File: config.mk
export PLATFORM = sky130hd
export DESIGN_NAME = mem_req_arbiter
export DESIGN_NICKNAME = d
export VERILOG_FILES = /design/src/rtl/mem_req_arbiter.sv
export SDC_FILE = /design/constraint.sdc
export NUM_CORES = 1
export LEC_CHECK = 0
export CORE_AREA = 5 5 101 103
export CTS_CLUSTER_DIAMETER = 80
export DETAILED_ROUTE_END_ITERATION = 8
export DIE_AREA = 0 0 106 108
export PLACE_DENSITY = 0.72
export SETUP_SLACK_MARGIN = 0.15
export SYNTH_ARGS = -nofsm -noshare
export SYNTH_HDL_FRONTEND = slang
export SYNTH_SLANG_ARGS = --single-unit
File: constraint.sdc
create_clock -name CLK -period 1.8 [get_ports CLK]
set_clock_uncertainty 0.1 [all_clocks]
set_input_delay 0.36 -clock CLK [delete_from_list [all_inputs] [get_ports CLK]]
set_output_delay 0.36 -clock CLK [all_outputs]
set_load 0.01 [all_outputs]
File: src/rtl/mem_req_arbiter.sv
// ----------------------------------------------------------------------------
// mem_req_arbiter
//
// This module shares the single memory-controller port between two requesters:
// the I$ miss path, which only reads, and the D$ miss/writeback path. One owner
// holds the port at a time, and it keeps the grant until its access completes
// or it drops the request.
//
// D$ requests win arbitration by default. A streak counter caps the number of
// consecutive D$ grants that can go through while an I$ request is waiting, so
// instruction refills always make progress.
//
// Ports
//   CLK            clock
//   nRST           asynchronous active-low reset
//   icache_REN     I$ read request, held until icache_wait=0
//   icache_addr    I$ byte address
//   icache_wait    0 only in the cycle the I$ access completes
//   icache_load    read data for I$ (mirrors mem_load)
//   dcache_REN     D$ read request, held until dcache_wait=0
//   dcache_WEN     D$ write request, held until dcache_wait=0
//   dcache_addr    D$ byte address
//   dcache_store   D$ write data
//   dcache_wait    0 only in the cycle the D$ access completes
//   dcache_load    read data for D$ (mirrors mem_load)
//   mem_REN        read strobe to memory controller
//   mem_WEN        write strobe to memory controller
//   mem_addr       address to memory controller
//   mem_store      write data to memory controller
//   mem_load       read data from memory controller
//   mem_ready      in-flight access completes this cycle
//   arb_state_out  current arbiter state (debug)
//   arb_error      sticky protocol error flag
// ----------------------------------------------------------------------------
module mem_req_arbiter #(
    parameter int MAX_D_STREAK = 4
) (
    input  logic        CLK,
    input  logic        nRST,
    input  logic        icache_REN,
    input  logic [31:0] icache_addr,
    output logic        icache_wait,
    output logic [31:0] icache_load,
    input  logic        dcache_REN,
    input  logic        dcache_WEN,
    input  logic [31:0] dcache_addr,
    input  logic [31:0] dcache_store,
    output logic        dcache_wait,
    output logic [31:0] dcache_load,
    output logic        mem_REN,
    output logic        mem_WEN,
    output logic [31:0] mem_addr,
    output logic [31:0] mem_store,
    input  logic [31:0] mem_load,
    input  logic        mem_ready,
    output logic [1:0]  arb_state_out,
    output logic        arb_error
);

    typedef enum logic [1:0] {
        ARB_IDLE = 2'b00,
        ARB_I    = 2'b01,
        ARB_D    = 2'b10,
        ARB_BAD  = 2'b11
    } arb_state_t;

    localparam int            SW         = $clog2(MAX_D_STREAK + 1);
    localparam logic [SW-1:0] STREAK_MAX = SW'(MAX_D_STREAK);

    function automatic logic [SW-1:0] streak_sat_inc(input logic [SW-1:0] s);
        if (s >= STREAK_MAX) begin
            return STREAK_MAX;
        end
        return s + SW'(1);
    endfunction

    arb_state_t    state_q, state_d;
    logic [SW-1:0] streak_q, streak_d;
    logic          err_q, err_d;
    logic          dwen_prev_q;
    logic          d_req;

    assign d_req = dcache_REN | dcache_WEN;

    // Registered control state
    always_ff @(posedge CLK or negedge nRST) begin
        if (!nRST) begin
            state_q     <= ARB_IDLE;
            streak_q    <= '0;
            err_q       <= 1'b0;
            dwen_prev_q <= 1'b0;
        end else begin
            state_q     <= state_d;
            streak_q    <= streak_d;
            err_q       <= err_d;
            dwen_prev_q <= dcache_WEN;
        end
    end

    // Next-state and mem-side outputs; strobes follow the owner's live request
    always_comb begin
        state_d     = state_q;
        streak_d    = streak_q;
        err_d       = err_q;
        mem_REN     = 1'b0;
        mem_WEN     = 1'b0;
        mem_addr    = '0;
        mem_store   = '0;
        icache_wait = 1'b1;
        dcache_wait = 1'b1;

        // A simultaneous read and write from D$ is illegal in any state.
        if (dcache_REN && dcache_WEN) begin
            err_d = 1'b1;
        end

        case (state_q)
            ARB_IDLE: begin
                if (d_req && (!icache_REN || (streak_q < STREAK_MAX))) begin
                    state_d = ARB_D;
                end else if (icache_REN) begin
                    state_d = ARB_I;
                end
            end

            ARB_I: begin
                mem_REN     = icache_REN;
                mem_addr    = icache_addr;
                icache_wait = ~mem_ready;
                if (!icache_REN) begin
                    // Fetch restart: abandon the access, streak untouched.
                    state_d = ARB_IDLE;
                end else if (mem_ready) begin
                    state_d  = ARB_IDLE;
                    streak_d = '0;
                end
            end

            ARB_D: begin
                mem_REN     = dcache_REN;
                mem_WEN     = dcache_WEN;
                mem_addr    = dcache_addr;
                mem_store   = dcache_store;
                dcache_wait = ~mem_ready;
                if (!d_req) begin
                    // Withdrawing a write mid-flight may leave memory half-updated.
                    state_d = ARB_IDLE;
                    if (dwen_prev_q) begin
                        err_d = 1'b1;
                    end
                end else if (mem_ready) begin
                    state_d  = ARB_IDLE;
                    streak_d = icache_REN ? streak_sat_inc(streak_q) : '0;
                end
            end

            default: begin
                state_d = ARB_IDLE;
                err_d   = 1'b1;
            end
        endcase
    end

    assign icache_load   = mem_load;
    assign dcache_load   = mem_load;
    assign arb_state_out = state_q;
    assign arb_error     = err_q;

endmodule
; ---- Yosys cells after proc, flatten, opt, wreduce, memory -nomap -nowiden
; Cells that the tools add are included.
[totals]
output_inout_bits = 135
regBits = 7
wordCells = 52
in_bits = 134
[op_classes]
reduce_logical = 8
addsub = 1
mux = 28
eq_ne = 7
bitwise_logic = 2
n_lt_le_gt_ge = 2
[op_table]
columns = op, n
row1 = case mux 32 bit (2 select lines), 1
row2 = 2-to-1 mux 32 bit, 1
row3 = 2-to-1 mux 3 bit, 7
row4 = 2-to-1 mux 1 bit, 10
row5 = 2-to-1 mux 2 bit, 5
row6 = inequality test 2 bit (second input constant), 4
row7 = case mux 2 bit (3 select lines), 1
row8 = case mux 3 bit (2 select lines), 1
row9 = AND reduction 5 bit, 1
row10 = case mux 1 bit (2 select lines), 2
row11 = adder 3 x 1 -> 3 bit (second input constant), 1
row12 = >= comparator 3 bit (second input constant), 1
row13 = less-than comparator 3 bit (second input constant), 1
row14 = inequality test 3 bit (second input constant), 1
row15 = == test 2 x 1 -> 1 bit (second input constant), 1
row16 = == test 2 bit (second input constant), 1
row17 = logical AND 1 bit, 2
row18 = logical NOT 2 bit, 1
row19 = nonzero test 2 bit, 1
row20 = OR reduction 2 bit, 1
row21 = logical NOT 1 bit, 1
row22 = logical OR 1 bit, 1
row23 = NOT 1 bit, 1
row24 = bitwise OR 1 bit, 1

; ---- Longest topological paths before layout
; Gate-level depths: netlist (run 1).
[logic_depth]
ltp_word = 10
depth_mapped = 6
mapped_depth_nobuf = 5

; ---- Worst setup path after synthesis (run 1)
; No wires, ideal clock.
[synth_path]
path_type = reg2out
from = reg state_q[0] (netlist: arb_state_out[0])
to = out mem_addr[0]
n_path_buf = 2
t_required_ns = 1.340
slack_ns = -0.052
arrival_time_ns = 1.392
path_stages_with_launch = 7
cell_sequence = dfrtp_1 > inv_1 > ha_1 > buf_4 > clkbuf_1 > a22oi_1 > nor2b_1
[synth_via]
elab_chain_cells = 2
word_cells_on_any_way = 3
cone_classes = eq/ne: 2 / mux: 1
[synth_lines]
columns = element, line
row1 = from (decl), 77  ; arb_state_t state_q, state_d;
row2 = from (signal assigned), 93  ; state_q <= state_d;
row3 = == test 2 bit or == test 2 x 1 -> 1 bit (tied branches), 117  ; case (state_q)
row4 = case mux 32 bit (2 select lines) (*), 117
row5 = to (decl), 52  ; output logic [31:0] mem_addr,
; Mark *: on every way between the ends. The rest lies on a longest branch, timed or not.

; ---- Final worst setup path (run 1)
[layout_path]
from = reg state_q[1] (netlist: arb_state_out[1])
to = out mem_addr[4]
; The elaborated chain is that of the path after synthesis.

==> summary.md, run 1 <==
| Metric | Value |
|---|---|
| Arrival @ worst endpoint | 1.58 ns |
| CP Launch Type | register |
| Cell count after synthesis | 222 |
| Routed WL per cell | 17.5 um |
| FFs w/ async S/R, synth | 100% |
| GRT Util Overall | 13.2% |
| Hold WS | 0.310 ns |
| Router iterations before antenna repair | 4 |
| Req. time, crit path | 1.34 ns |
| Vias in the first global route | 2322 |
| Syn avg cell area | 7.52 um2 |
| Vias/cell | 4.49 |
| Final Cycle Share | 113% |
| Worst Max-Slew Pin Slew | 0.347 ns |
| Total CTS buffers | 3 |
| DIE HEIGHT | 108 um |
| CTS tree | built |
| I/O Buffers | 172 |
| Post-Syn Nets | 362 |
| Worst-Skew Late Latency | 0.22 ns |
| Root Buffer | clkbuf_8 |
| Achievable frequency | 491 MHz |
| Initial core utilization | 18.3% |
| DR vias | 2124 |
| Yosys reg bits | 7 |
| Global-route wire length before repair | 12.0 mm |
| Clk buf depth | 2 |
| Distinct cells, synth | 30 |
| Routed WL | 8.29 mm |
| Number of antenna violations at the first check in global routing | 0 |
| Ant diodes | 0 |
| DP HPWL | 5.94 mm |
| Hold buffer count at CTS | 0 |
| Largest net degree at the start of global routing | 18 |
| Initial drt markers | 45 |
| Num rows | 35 |
| Status | complete, but fails checks |
| Worst Hold Class | in -> async |
| Total die area | 11400 um2 |
| Inst Count DP | 444 |
| Fillers | 880 |
| Share of cells above drive strength 1 | 52.8% |
| Most frequent cells in the layout | clkdlybuf4s50_1 (102), buf_2 (42), buf_6 (41) |
| Clk slew on worst S/H paths | 0.04 ns |
| Final Hold Vio Count | 0 |
| TritonCTS Sinks | 7 |
| Reg2reg setup slack | -0.20 ns |
| Nets@finish | 503 |
| Die Span X | 106 um |
| Pwr Density | 1290 nW/um2 |
| Non-filler cells, final | 473 |
| WS Path Type | reg -> out |
| Lkg Pwr | 1.64 nW |
| CP endpoint kind | output pin |
| Top_reg_cell synth | dfrtp_1 |
| Core box area | 9110 um2 |
| Htree depth | 1 |
| Synth-to-Final Area Change | 129% |
| Placer Congestion | 0.753 |
| Max-cap violations | 0 |
| DRC Markers | 0 |
| Commonest non-fill, non-tap cell in the layout | clkdlybuf4s50_1 |
| Post-synth EDFFs | 0 |
| # setup viols final | 73 |
| Final Power | 4.94 mW |
| Slew margin rel. | 76.8% |
| RSZ-0062 raised after global routing | yes |
| Setup ws final | -0.238 ns |
| Synth warn | 0 |
| Sequential fraction of the synthesis area | 10.5% |
| Peak VDD IR | 548 uV |
| Routed Antenna Nets | 0 |
| GR Overflow Total | 0 |
| Synthesized area | 1670 um2 |
| Final Max Slew Viols | 0 |
| Worst Path Max Fanout | 8 |
| I/O pin count | 269 |
| Failing checks | setup timing |
| Tmin final | 2.04 ns |
| Dpl ws | -0.344 ns |
-- layout make-up --
cell class              count  area (um2)  area share, %
repair buffers            215        2170           56.9
flip-flops and latches      7         175           4.59
well taps                 111         139           3.64
clock buffers               4        45.0           1.18
multi-input cells         131        1260           33.0
inverters                   5        23.8          0.623
-- final timing paths --
| check | start | to | cells past startpoint |
|---|---|---|---|
| setup / recovery | arb_state_out[1]$_DFFE_PN0P_ | mem_addr[4] | 7 |
| hold / removal | nRST | streak_q[2]$_DFFE_PN0P_ | 1 |
| setup reg to reg | arb_state_out[1]$_DFFE_PN0P_ | streak_q[0]$_DFFE_PN0P_ | 8 |
| hold reg to reg | dwen_prev_q$_DFF_PN0_ | arb_error$_DFF_PN0_ | 2 |
| max in group asynchronous | nRST | arb_state_out[0]$_DFFE_PN0P_ | 1 |
| min in group CLK | dwen_prev_q$_DFF_PN0_ | arb_error$_DFF_PN0_ | 2 |
-- timing repair --
action | 4_1_cts | 5_1_grt
gates resized for setup | 354 | 40
setup buffers | 10 | 6
setup endpoints to repair | 75 | 74
pin swaps | 6 | 16
gates cloned | 8 | 1
-- cell usage after synthesis (2+ instances only) --
cell type  number  area [um2]
buf_4          65         488
nor2b_1        34         213
a22oi_1        33         248
and2_1         33         206
clkbuf_1       12        45.0
dfrtp_1         7         175
ha_1            6        75.1
inv_1           5        18.8
nand2_1         4        15.0
a21oi_1         2        10.0
nor3_1          2        10.0
-- per-stage QoR --
stage / area [um2] / util [%] / TNS [ns]
3_5_place_dp: 3230 / 35.5 / -19.25
6_report: 3820 / 41.9 / -10.78
3_3_place_gp: 3230 / 35.5 / -18.30
2_1_floorplan: 1800 / - / 0
4_1_cts: 3560 / 39.1 / -10.34
5_1_grt: 3820 / 41.9 / -14.98
-- per-layer routing --
layer / GRT usage [%] / wire length (um) / part of all wire, %
met2: 26.0 / 4470 / 54
met1: 12.3 / 2630 / 32
met4: 4.35 / 195 / 2.4
met5: 0 / 0 / 0
met3: 5.37 / 996 / 12
-- worst max-delay path, cell delays in order, from the launching register on --
cell,delay [ns]
dfrtp_1,0.39
buf_6,0.13
ha_4,0.18
buf_6,0.14
buf_12,0.14
a22oi_2,0.17
nor2b_1,0.06
buf_2,0.14
-- state kept, by name (all words and copies together) (netlist names) --
| signal | cells |
|---|---|
| dwen_prev_q | 1 |
| streak_q | 3 |
| arb_state_out | 2 |
| arb_error | 1 |
-- kinds of logic after synthesis --
family | Yosys count | share of synthesized area, %
buffers and inverters | 84 | 34.0
AND/OR/NAND/NOR | 82 | 30.9
AO/OA/AOI/OAI | 40 | 18.1
flip-flops | 7 | 10.5
adder cells (fa/ha/maj) | 6 | 4.50
multiplexers | 3 | 1.95
-- power by group --
part / switching (mW) / internal (mW)
Combinational: 1.77 / 2.72
Sequential: 0.0345 / 0.204
Clock: 0.0622 / 0.153
No activity file was read; power rests on OpenSTA's default activity.
==> run 2: changes to the inputs <==
--- a/config.mk
+++ b/config.mk
@@ -9,7 +9,7 @@
 export CTS_CLUSTER_DIAMETER = 80
 export DETAILED_ROUTE_END_ITERATION = 8
 export DIE_AREA = 0 0 106 108
-export PLACE_DENSITY = 0.72
+export DONT_BUFFER_PORTS = 1
 export SETUP_SLACK_MARGIN = 0.15
 export SYNTH_ARGS = -nofsm -noshare
 export SYNTH_HDL_FRONTEND = slang
==> run 2 against run 1 <==
The run still ends with setup timing left. Hold slack got worse by 0.25 ns. Critical path depth down 1. Worst setup slack better by 0.11 ns. Core utilization down 19 points. Cell area fell by 44%. Sequential share of layout area grew 3.6 points. Largest cell class is now multi-input combinational cells. Highest routed layer unchanged.
==> summary.md, run 2 (synthesized netlist as in run 1, its figures left out) <==
| Metric | Value |
|---|---|
| Die Span X | 106 um |
| Nets@finish | 327 |
| Max-cap violations | 0 |
| Sw frac | 40.6% |
| Post-route cell area | 2130 um2 |
| TritonCTS Sinks | 7 |
| CP Cell Sequence | buf_6 -> ha_4 -> buf_12 -> a22oi_1 -> nor2b_1 -> buf_4 |
| GRT Util Overall | 9.51% |
| DRC Markers | 0 |
| Worst Hold Class | in -> reg |
| RSZ-0062 raised after global routing | yes |
| Sequential share of power | 6.9% |
| I/O Buffers | 0 |
| Req. time, crit path | 1.34 ns |
| Setup ws final | -0.125 ns |
| Inst Count DP | 274 |
| Final Power | 3.69 mW |
| Gate power share | 87.2% |
| Root Buffer | clkbuf_8 |
| CTS tree | built |
| Achievable frequency | 520 MHz |
| Share of cells above drive strength 1 | 67.7% |
| Clk slew on worst S/H paths | 0.04 ns |
| Failing checks | setup timing |
| WS Path Type | reg -> out |
| Final Max Slew Viols | 0 |
| Initial drt markers | 25 |
| Final Cycle Share | 107% |
| CP max stage delay | 0.39 ns |
| Vias/cell | 4.76 |
| R2r endpoint | arb_state_out[0]$_DFFE_PN0P_ |
| Placer Congestion | 0.716 |
| Vias in the first global route | 1553 |
| Worst Max-Slew Pin Slew | 0.314 ns |
| Core box area | 9110 um2 |
| Hold WS | 0.0574 ns |
| NetSw | 1.50 mW |
| I/O pin count | 269 |
| Worst-Skew Late Latency | 0.23 ns |
| Initial core utilization | 18.3% |
| Routed WL per cell | 20.8 um |
| Global-route wire length before repair | 8.51 mm |
| Critical path origin | arb_state_out[0]$_DFFE_PN0P_ |
| Router iterations before antenna repair | 4 |
| Num rows | 35 |
| R2R cell count | 7 |
| CP endpoint | mem_addr[31] |
| Pwr Density | 1740 nW/um2 |
| Non-filler cells, final | 297 |
| DP HPWL | 4.77 mm |
| Synth-to-Final Area Change | 27.4% |
| GR Overflow Total | 0 |
| Arrival @ worst endpoint | 1.46 ns |
| Ant diodes | 0 |
| Largest Register | streak_q |
| Worst Path Max Fanout | 15 |
| # setup viols final | 61 |
| Max reg flops | 3 |
| Peak VDD IR | 844 uV |
| CP Launch Type | register |
| Slowest cell on the critical path | dfrtp_1 |
| Slew margin rel. | 78.8% |
| Fillers | 986 |
| Most frequent cells in the layout | and2_4 (33), a22oi_1 (22), nor2b_2 (21) |
| DR vias | 1413 |
| Sequential cell area | 175 um2 |
| Post-DP Area | 1510 um2 |
| Crit Reg-Reg Startpoint | arb_state_out[0]$_DFFE_PN0P_ |
| Clk buf depth | 2 |
| Routed WL | 6.16 mm |
| Reg2reg setup slack | -0.11 ns |
| Largest net degree at the start of global routing | 30 |
| Status | complete, but fails checks |
| Multi-input logic area | 1230 um2 |
| Clock power share | 6.0% |
| DIE HEIGHT | 108 um |
| Int Pwr | 2.19 mW |
| Total CTS buffers | 3 |
| Tmin final | 1.92 ns |
| Number of antenna violations at the first check in global routing | 0 |
| Lkg Pwr | 0.836 nW |
| Final Hold Vio Count | 0 |
| CP endpoint kind | output pin |
| Total die area | 11400 um2 |
| Routed Antenna Nets | 0 |
| Htree depth | 1 |
| Commonest non-fill, non-tap cell in the layout | and2_4 |
-- run 2: cell count changes in the layout (fill, tap and decap cells not counted), sizes merged --
cell	change
dlygate4sd3	+1
clkbuf	-2
buf	-73
clkdlybuf4s50	-102
clkinv	+1
clkdlybuf4s15	-1
-- run 2: worst min-delay path by stage --
stage / startpoint / end / cells past startpoint
finish: dcache_WEN / dwen_prev_q$_DFF_PN0_ / 0
global route: dcache_WEN / dwen_prev_q$_DFF_PN0_ / 0
CTS: dcache_WEN / dwen_prev_q$_DFF_PN0_ / 0
detailed placement: nRST / dwen_prev_q$_DFF_PN0_ / 0
global placement: nRST / dwen_prev_q$_DFF_PN0_ / 0
floorplan: nRST / arb_error$_DFF_PN0_ / 0
-- run 2: timing repair --
item | 4_1_cts | 5_1_grt
hold buffers | 1 | 0
buffers inserted | 9 | 6
gates resized for setup | 78 | 15
pin swaps | 7 | 14
gates cloned | 3 | 0
endpoints found under the hold margin | 7 | 0
endpoints found under the setup margin | 73 | 74
-- run 2: area by class of cell --
type / count / share of cell area [%]
clock buffers: 3 / 1.94
well taps: 111 / 6.53
repair buffers: 39 / 24.1
multi-input cells: 131 / 58.1
inverters: 5 / 0.882
flip-flops and latches: 7 / 8.24
clock inverters: 1 / 0.235
-- run 2: layer usage --
metal	up-vias	global-route usage (%)	share of wire [%]
met1	639	8.94	32
met4	0	4.07	3.3
met2	139	18.9	54
li1	611	-	-
met5	-	0	0
met3	24	2.87	10
-- run 2: metrics by stage --
step / setup TNS [ns] / util, % / setup slack [ns]
2_1_floorplan: 0 / - / 0.0270
3_3_place_gp: 0 / 16.6 / 0.0104
3_5_place_dp: -0.147 / 16.6 / -0.0291
4_1_cts: -3.31 / 22.0 / -0.141
5_1_grt: -7.58 / 23.4 / -0.196
6_report: -3.83 / 23.4 / -0.125
-- run 2: critical path: cells and delay by family, from the launching register on --
kind	cells	cell delay, ns
adder cells (fa/ha/maj)	1	0.18
buffers and inverters	3	0.43
flip-flops	1	0.39
AO/OA/AOI/OAI	1	0.16
AND/OR/NAND/NOR	1	0.07
-- run 2: power groups by stage --
stage	clock network (mW)	registers, mW	logic [mW]
global route	0.236	0.260	3.45
finish	0.220	0.254	3.22
detailed placement	0	0.251	1.99
CTS	0.223	0.253	3.01
global placement	0	0.247	1.95
floorplan	0	0.255	1.73
==> run 3: changes to the inputs <==
--- a/config.mk
+++ b/config.mk
@@ -10,6 +10,7 @@
 export DETAILED_ROUTE_END_ITERATION = 8
 export DIE_AREA = 0 0 106 108
 export DONT_BUFFER_PORTS = 1
+export GPL_TIMING_DRIVEN = 0
 export SETUP_SLACK_MARGIN = 0.15
 export SYNTH_ARGS = -nofsm -noshare
 export SYNTH_HDL_FRONTEND = slang
==> run 3 against run 2 <==
The flow still finishes with violations (setup timing). Global-route usage up 0.93 points. Cell area rose by 27%. Combinational power rose by 8.7%. Sequential power grew 9.4%. Critical path depth did not move. Hold slack better by 0.0062 ns. Die area unchanged. Largest power group unchanged.
==> summary.md, run 3 (synthesized netlist as in run 1, its figures left out) <==
| Metric | Value |
|---|---|
| Status | complete, but fails checks |
| Failing checks | setup timing |
| Routed WL | 7.48 mm |
| DR vias | 1671 |
| Largest net degree at the start of global routing | 11 |
| Routed Antenna Nets | 0 |
| Setup ws final | -0.223 ns |
| Worst Hold Endpoint | dwen_prev_q$_DFF_PN0_ |
| Req. time, crit path | 1.34 ns |
| Hold Path Cell Cnt | 0 |
| Worst-Skew Late Latency | 0.22 ns |
| CP Launch Type | register |
| Vias in the first global route | 1745 |
| Initial core utilization | 18.3% |
| Pwr Density | 1480 nW/um2 |
| Final Cycle Share | 112% |
| Global routing usage on met2 | 21.6% |
| Global routing usage on met3 | 3.46% |
| Final Hold Vio Count | 0 |
| Nets@finish | 387 |
| Gate power share | 87.5% |
| Clock power share | 5.5% |
| DIE HEIGHT | 108 um |
| Tmin final | 2.02 ns |
| Worst hold path startpoint | dcache_WEN |
| Post-route cell area | 2700 um2 |
| DP HPWL | 5.78 mm |
| Fillers | 940 |
| Core box area | 9110 um2 |
| Final Power | 3.99 mW |
| Clk slew on worst S/H paths | 0.04 ns |
| Share of cells above drive strength 1 | 82.5% |
| R2R cell count | 8 |
| Root Buffer | clkbuf_8 |
| Crit Reg-Reg Startpoint | arb_state_out[0]$_DFFE_PN0P_ |
| Final Max Slew Viols | 0 |
| Worst Max-Slew Pin Slew | 0.326 ns |
| GR Overflow Total | 0 |
| Setup TNS | -11.28 ns |
| GRT Util Overall | 10.4% |
| Clk buf depth | 2 |
| Placer Congestion | 0.708 |
| Total CTS buffers | 3 |
| Synth-to-Final Area Change | 61.8% |
| Global-route wire length before repair | 9.58 mm |
| Htree depth | 1 |
| Most frequent cells in the layout | buf_4 (71), and2_4 (33), nor2b_2 (28) |
| Worst Path Max Fanout | 10 |
| Vias/cell | 4.68 |
| I/O pin count | 269 |
| Number of antenna violations at the first check in global routing | 0 |
| Die Span X | 106 um |
| Ant diodes | 0 |
| DRC Markers | 0 |
| Dpl ws | -0.314 ns |
| Router iterations before antenna repair | 4 |
| Initial drt markers | 64 |
| Slew margin rel. | 78.2% |
| R2r endpoint | streak_q[0]$_DFFE_PN0P_ |
| WS Path Type | reg -> out |
| Post-DP Area | 1940 um2 |
| Num rows | 35 |
| Int Pwr | 2.37 mW |
| NetSw | 1.62 mW |
| Achievable frequency | 494 MHz |
| Peak VDD IR | 619 uV |
| Largest Register | streak_q |
| # setup viols final | 73 |
| Reg2reg setup slack | -0.22 ns |
| Lkg Pwr | 1.15 nW |
| Sw frac | 40.6% |
| Worst Hold Class | in -> reg |
| GR peak layer | met2 |
| CP endpoint kind | output pin |
| Max reg flops | 3 |
| Arrival @ worst endpoint | 1.56 ns |
| Sequential share of power | 7.0% |
| RSZ-0062 raised after global routing | yes |
| TritonCTS Sinks | 7 |
| Total die area | 11400 um2 |
| Commonest non-fill, non-tap cell in the layout | buf_4 |
| I/O Buffers | 0 |
| Max-cap violations | 0 |
| Met1 usage | 10.0% |
| CTS tree | built |
| Routed WL per cell | 21.0 um |
run 3: cell types whose count changed in the layout (fill, tap and decap cells not counted), moves of 2 or more:
cell	change
nor2b_1	-6
dfrtp_2	+2
buf_4	+56
nor2b_2	+7
buf_12	-6
clkbuf_16	+7
buf_8	+5
clkbuf_4	+2
clkbuf_8	+3
dfrtp_1	-2
a22oi_1	-11
a22oi_2	+11
buf_6	-6
run 3: what timing repair did:
action / CTS / global route
endpoints found under the setup margin: 73 / 74
cloned: 4 / 4
hold endpoints to repair: 7 / 0
buffers inserted: 9 / 2
hold buffers: 1 / 0
resized for setup: 112 / 15
pin swaps: 4 / 8
run 3: through the flow:
| stage | util [%] | std cells | hold slack [ns] |
|---|---|---|---|
| after floorplan | - | 222 | -0.0356 |
| after global placement | 21.3 | 333 | -0.0353 |
| after detailed placement | 21.3 | 333 | -0.0353 |
| after CTS | 28.3 | 351 | 0.0635 |
| after global routing | 29.7 | 357 | 0.0529 |
| final | 29.7 | 357 | 0.0636 |
run 3: final cells by class:
class / count / area, um2 / area share, %
buffer: 79 / 758 / 28.1
clock buffer: 4 / 45.0 / 1.67
timing repair buffer: 20 / 267 / 9.87
inverter: 5 / 21.3 / 0.787
sequential: 7 / 178 / 6.58
tap: 111 / 139 / 5.14
multi-input combinational: 131 / 1290 / 47.9
run 3: worst max-delay path by stage:
stage / start / endpoint / cells past startpoint
floorplan: arb_state_out[1]$_DFFE_PN0P_ / streak_q[0]$_DFFE_PN0P_ / 6
global placement: arb_state_out[0]$_DFFE_PN0P_ / mem_addr[22] / 4
detailed placement: arb_state_out[0]$_DFFE_PN0P_ / mem_addr[22] / 4
CTS: arb_state_out[1]$_DFFE_PN0P_ / mem_REN / 6
global route: arb_state_out[1]$_DFFE_PN0P_ / mem_addr[24] / 6
finish: arb_state_out[1]$_DFFE_PN0P_ / mem_addr[24] / 6
run 3: critical path, cell delays in order, from the launching register on:
cell and delay [ns]:
dfrtp_2 0.45, inv_2 0.08, ha_2 0.19, buf_12 0.15
clkbuf_16 0.16, a22oi_1 0.22, nor2b_2 0.10
run 3: metal layers:
| layer | up-vias | wire, um |
|---|---|---|
| li1 | 736 | - |
| met1 | 775 | 2260 |
| met2 | 156 | 4360 |
| met3 | 4 | 833 |
| met4 | 0 | 31 |
| met5 | - | 0 |
run 3: power by group through the flow:
stage          combinational, mW  clock [mW]  sequential, mW
2_1_floorplan               1.73           0           0.255
5_1_grt                     3.74       0.242           0.285
6_report                    3.50       0.221           0.278
3_5_place_dp                2.11           0           0.270
4_1_cts                     3.26       0.221           0.280
3_3_place_gp                2.07           0           0.267
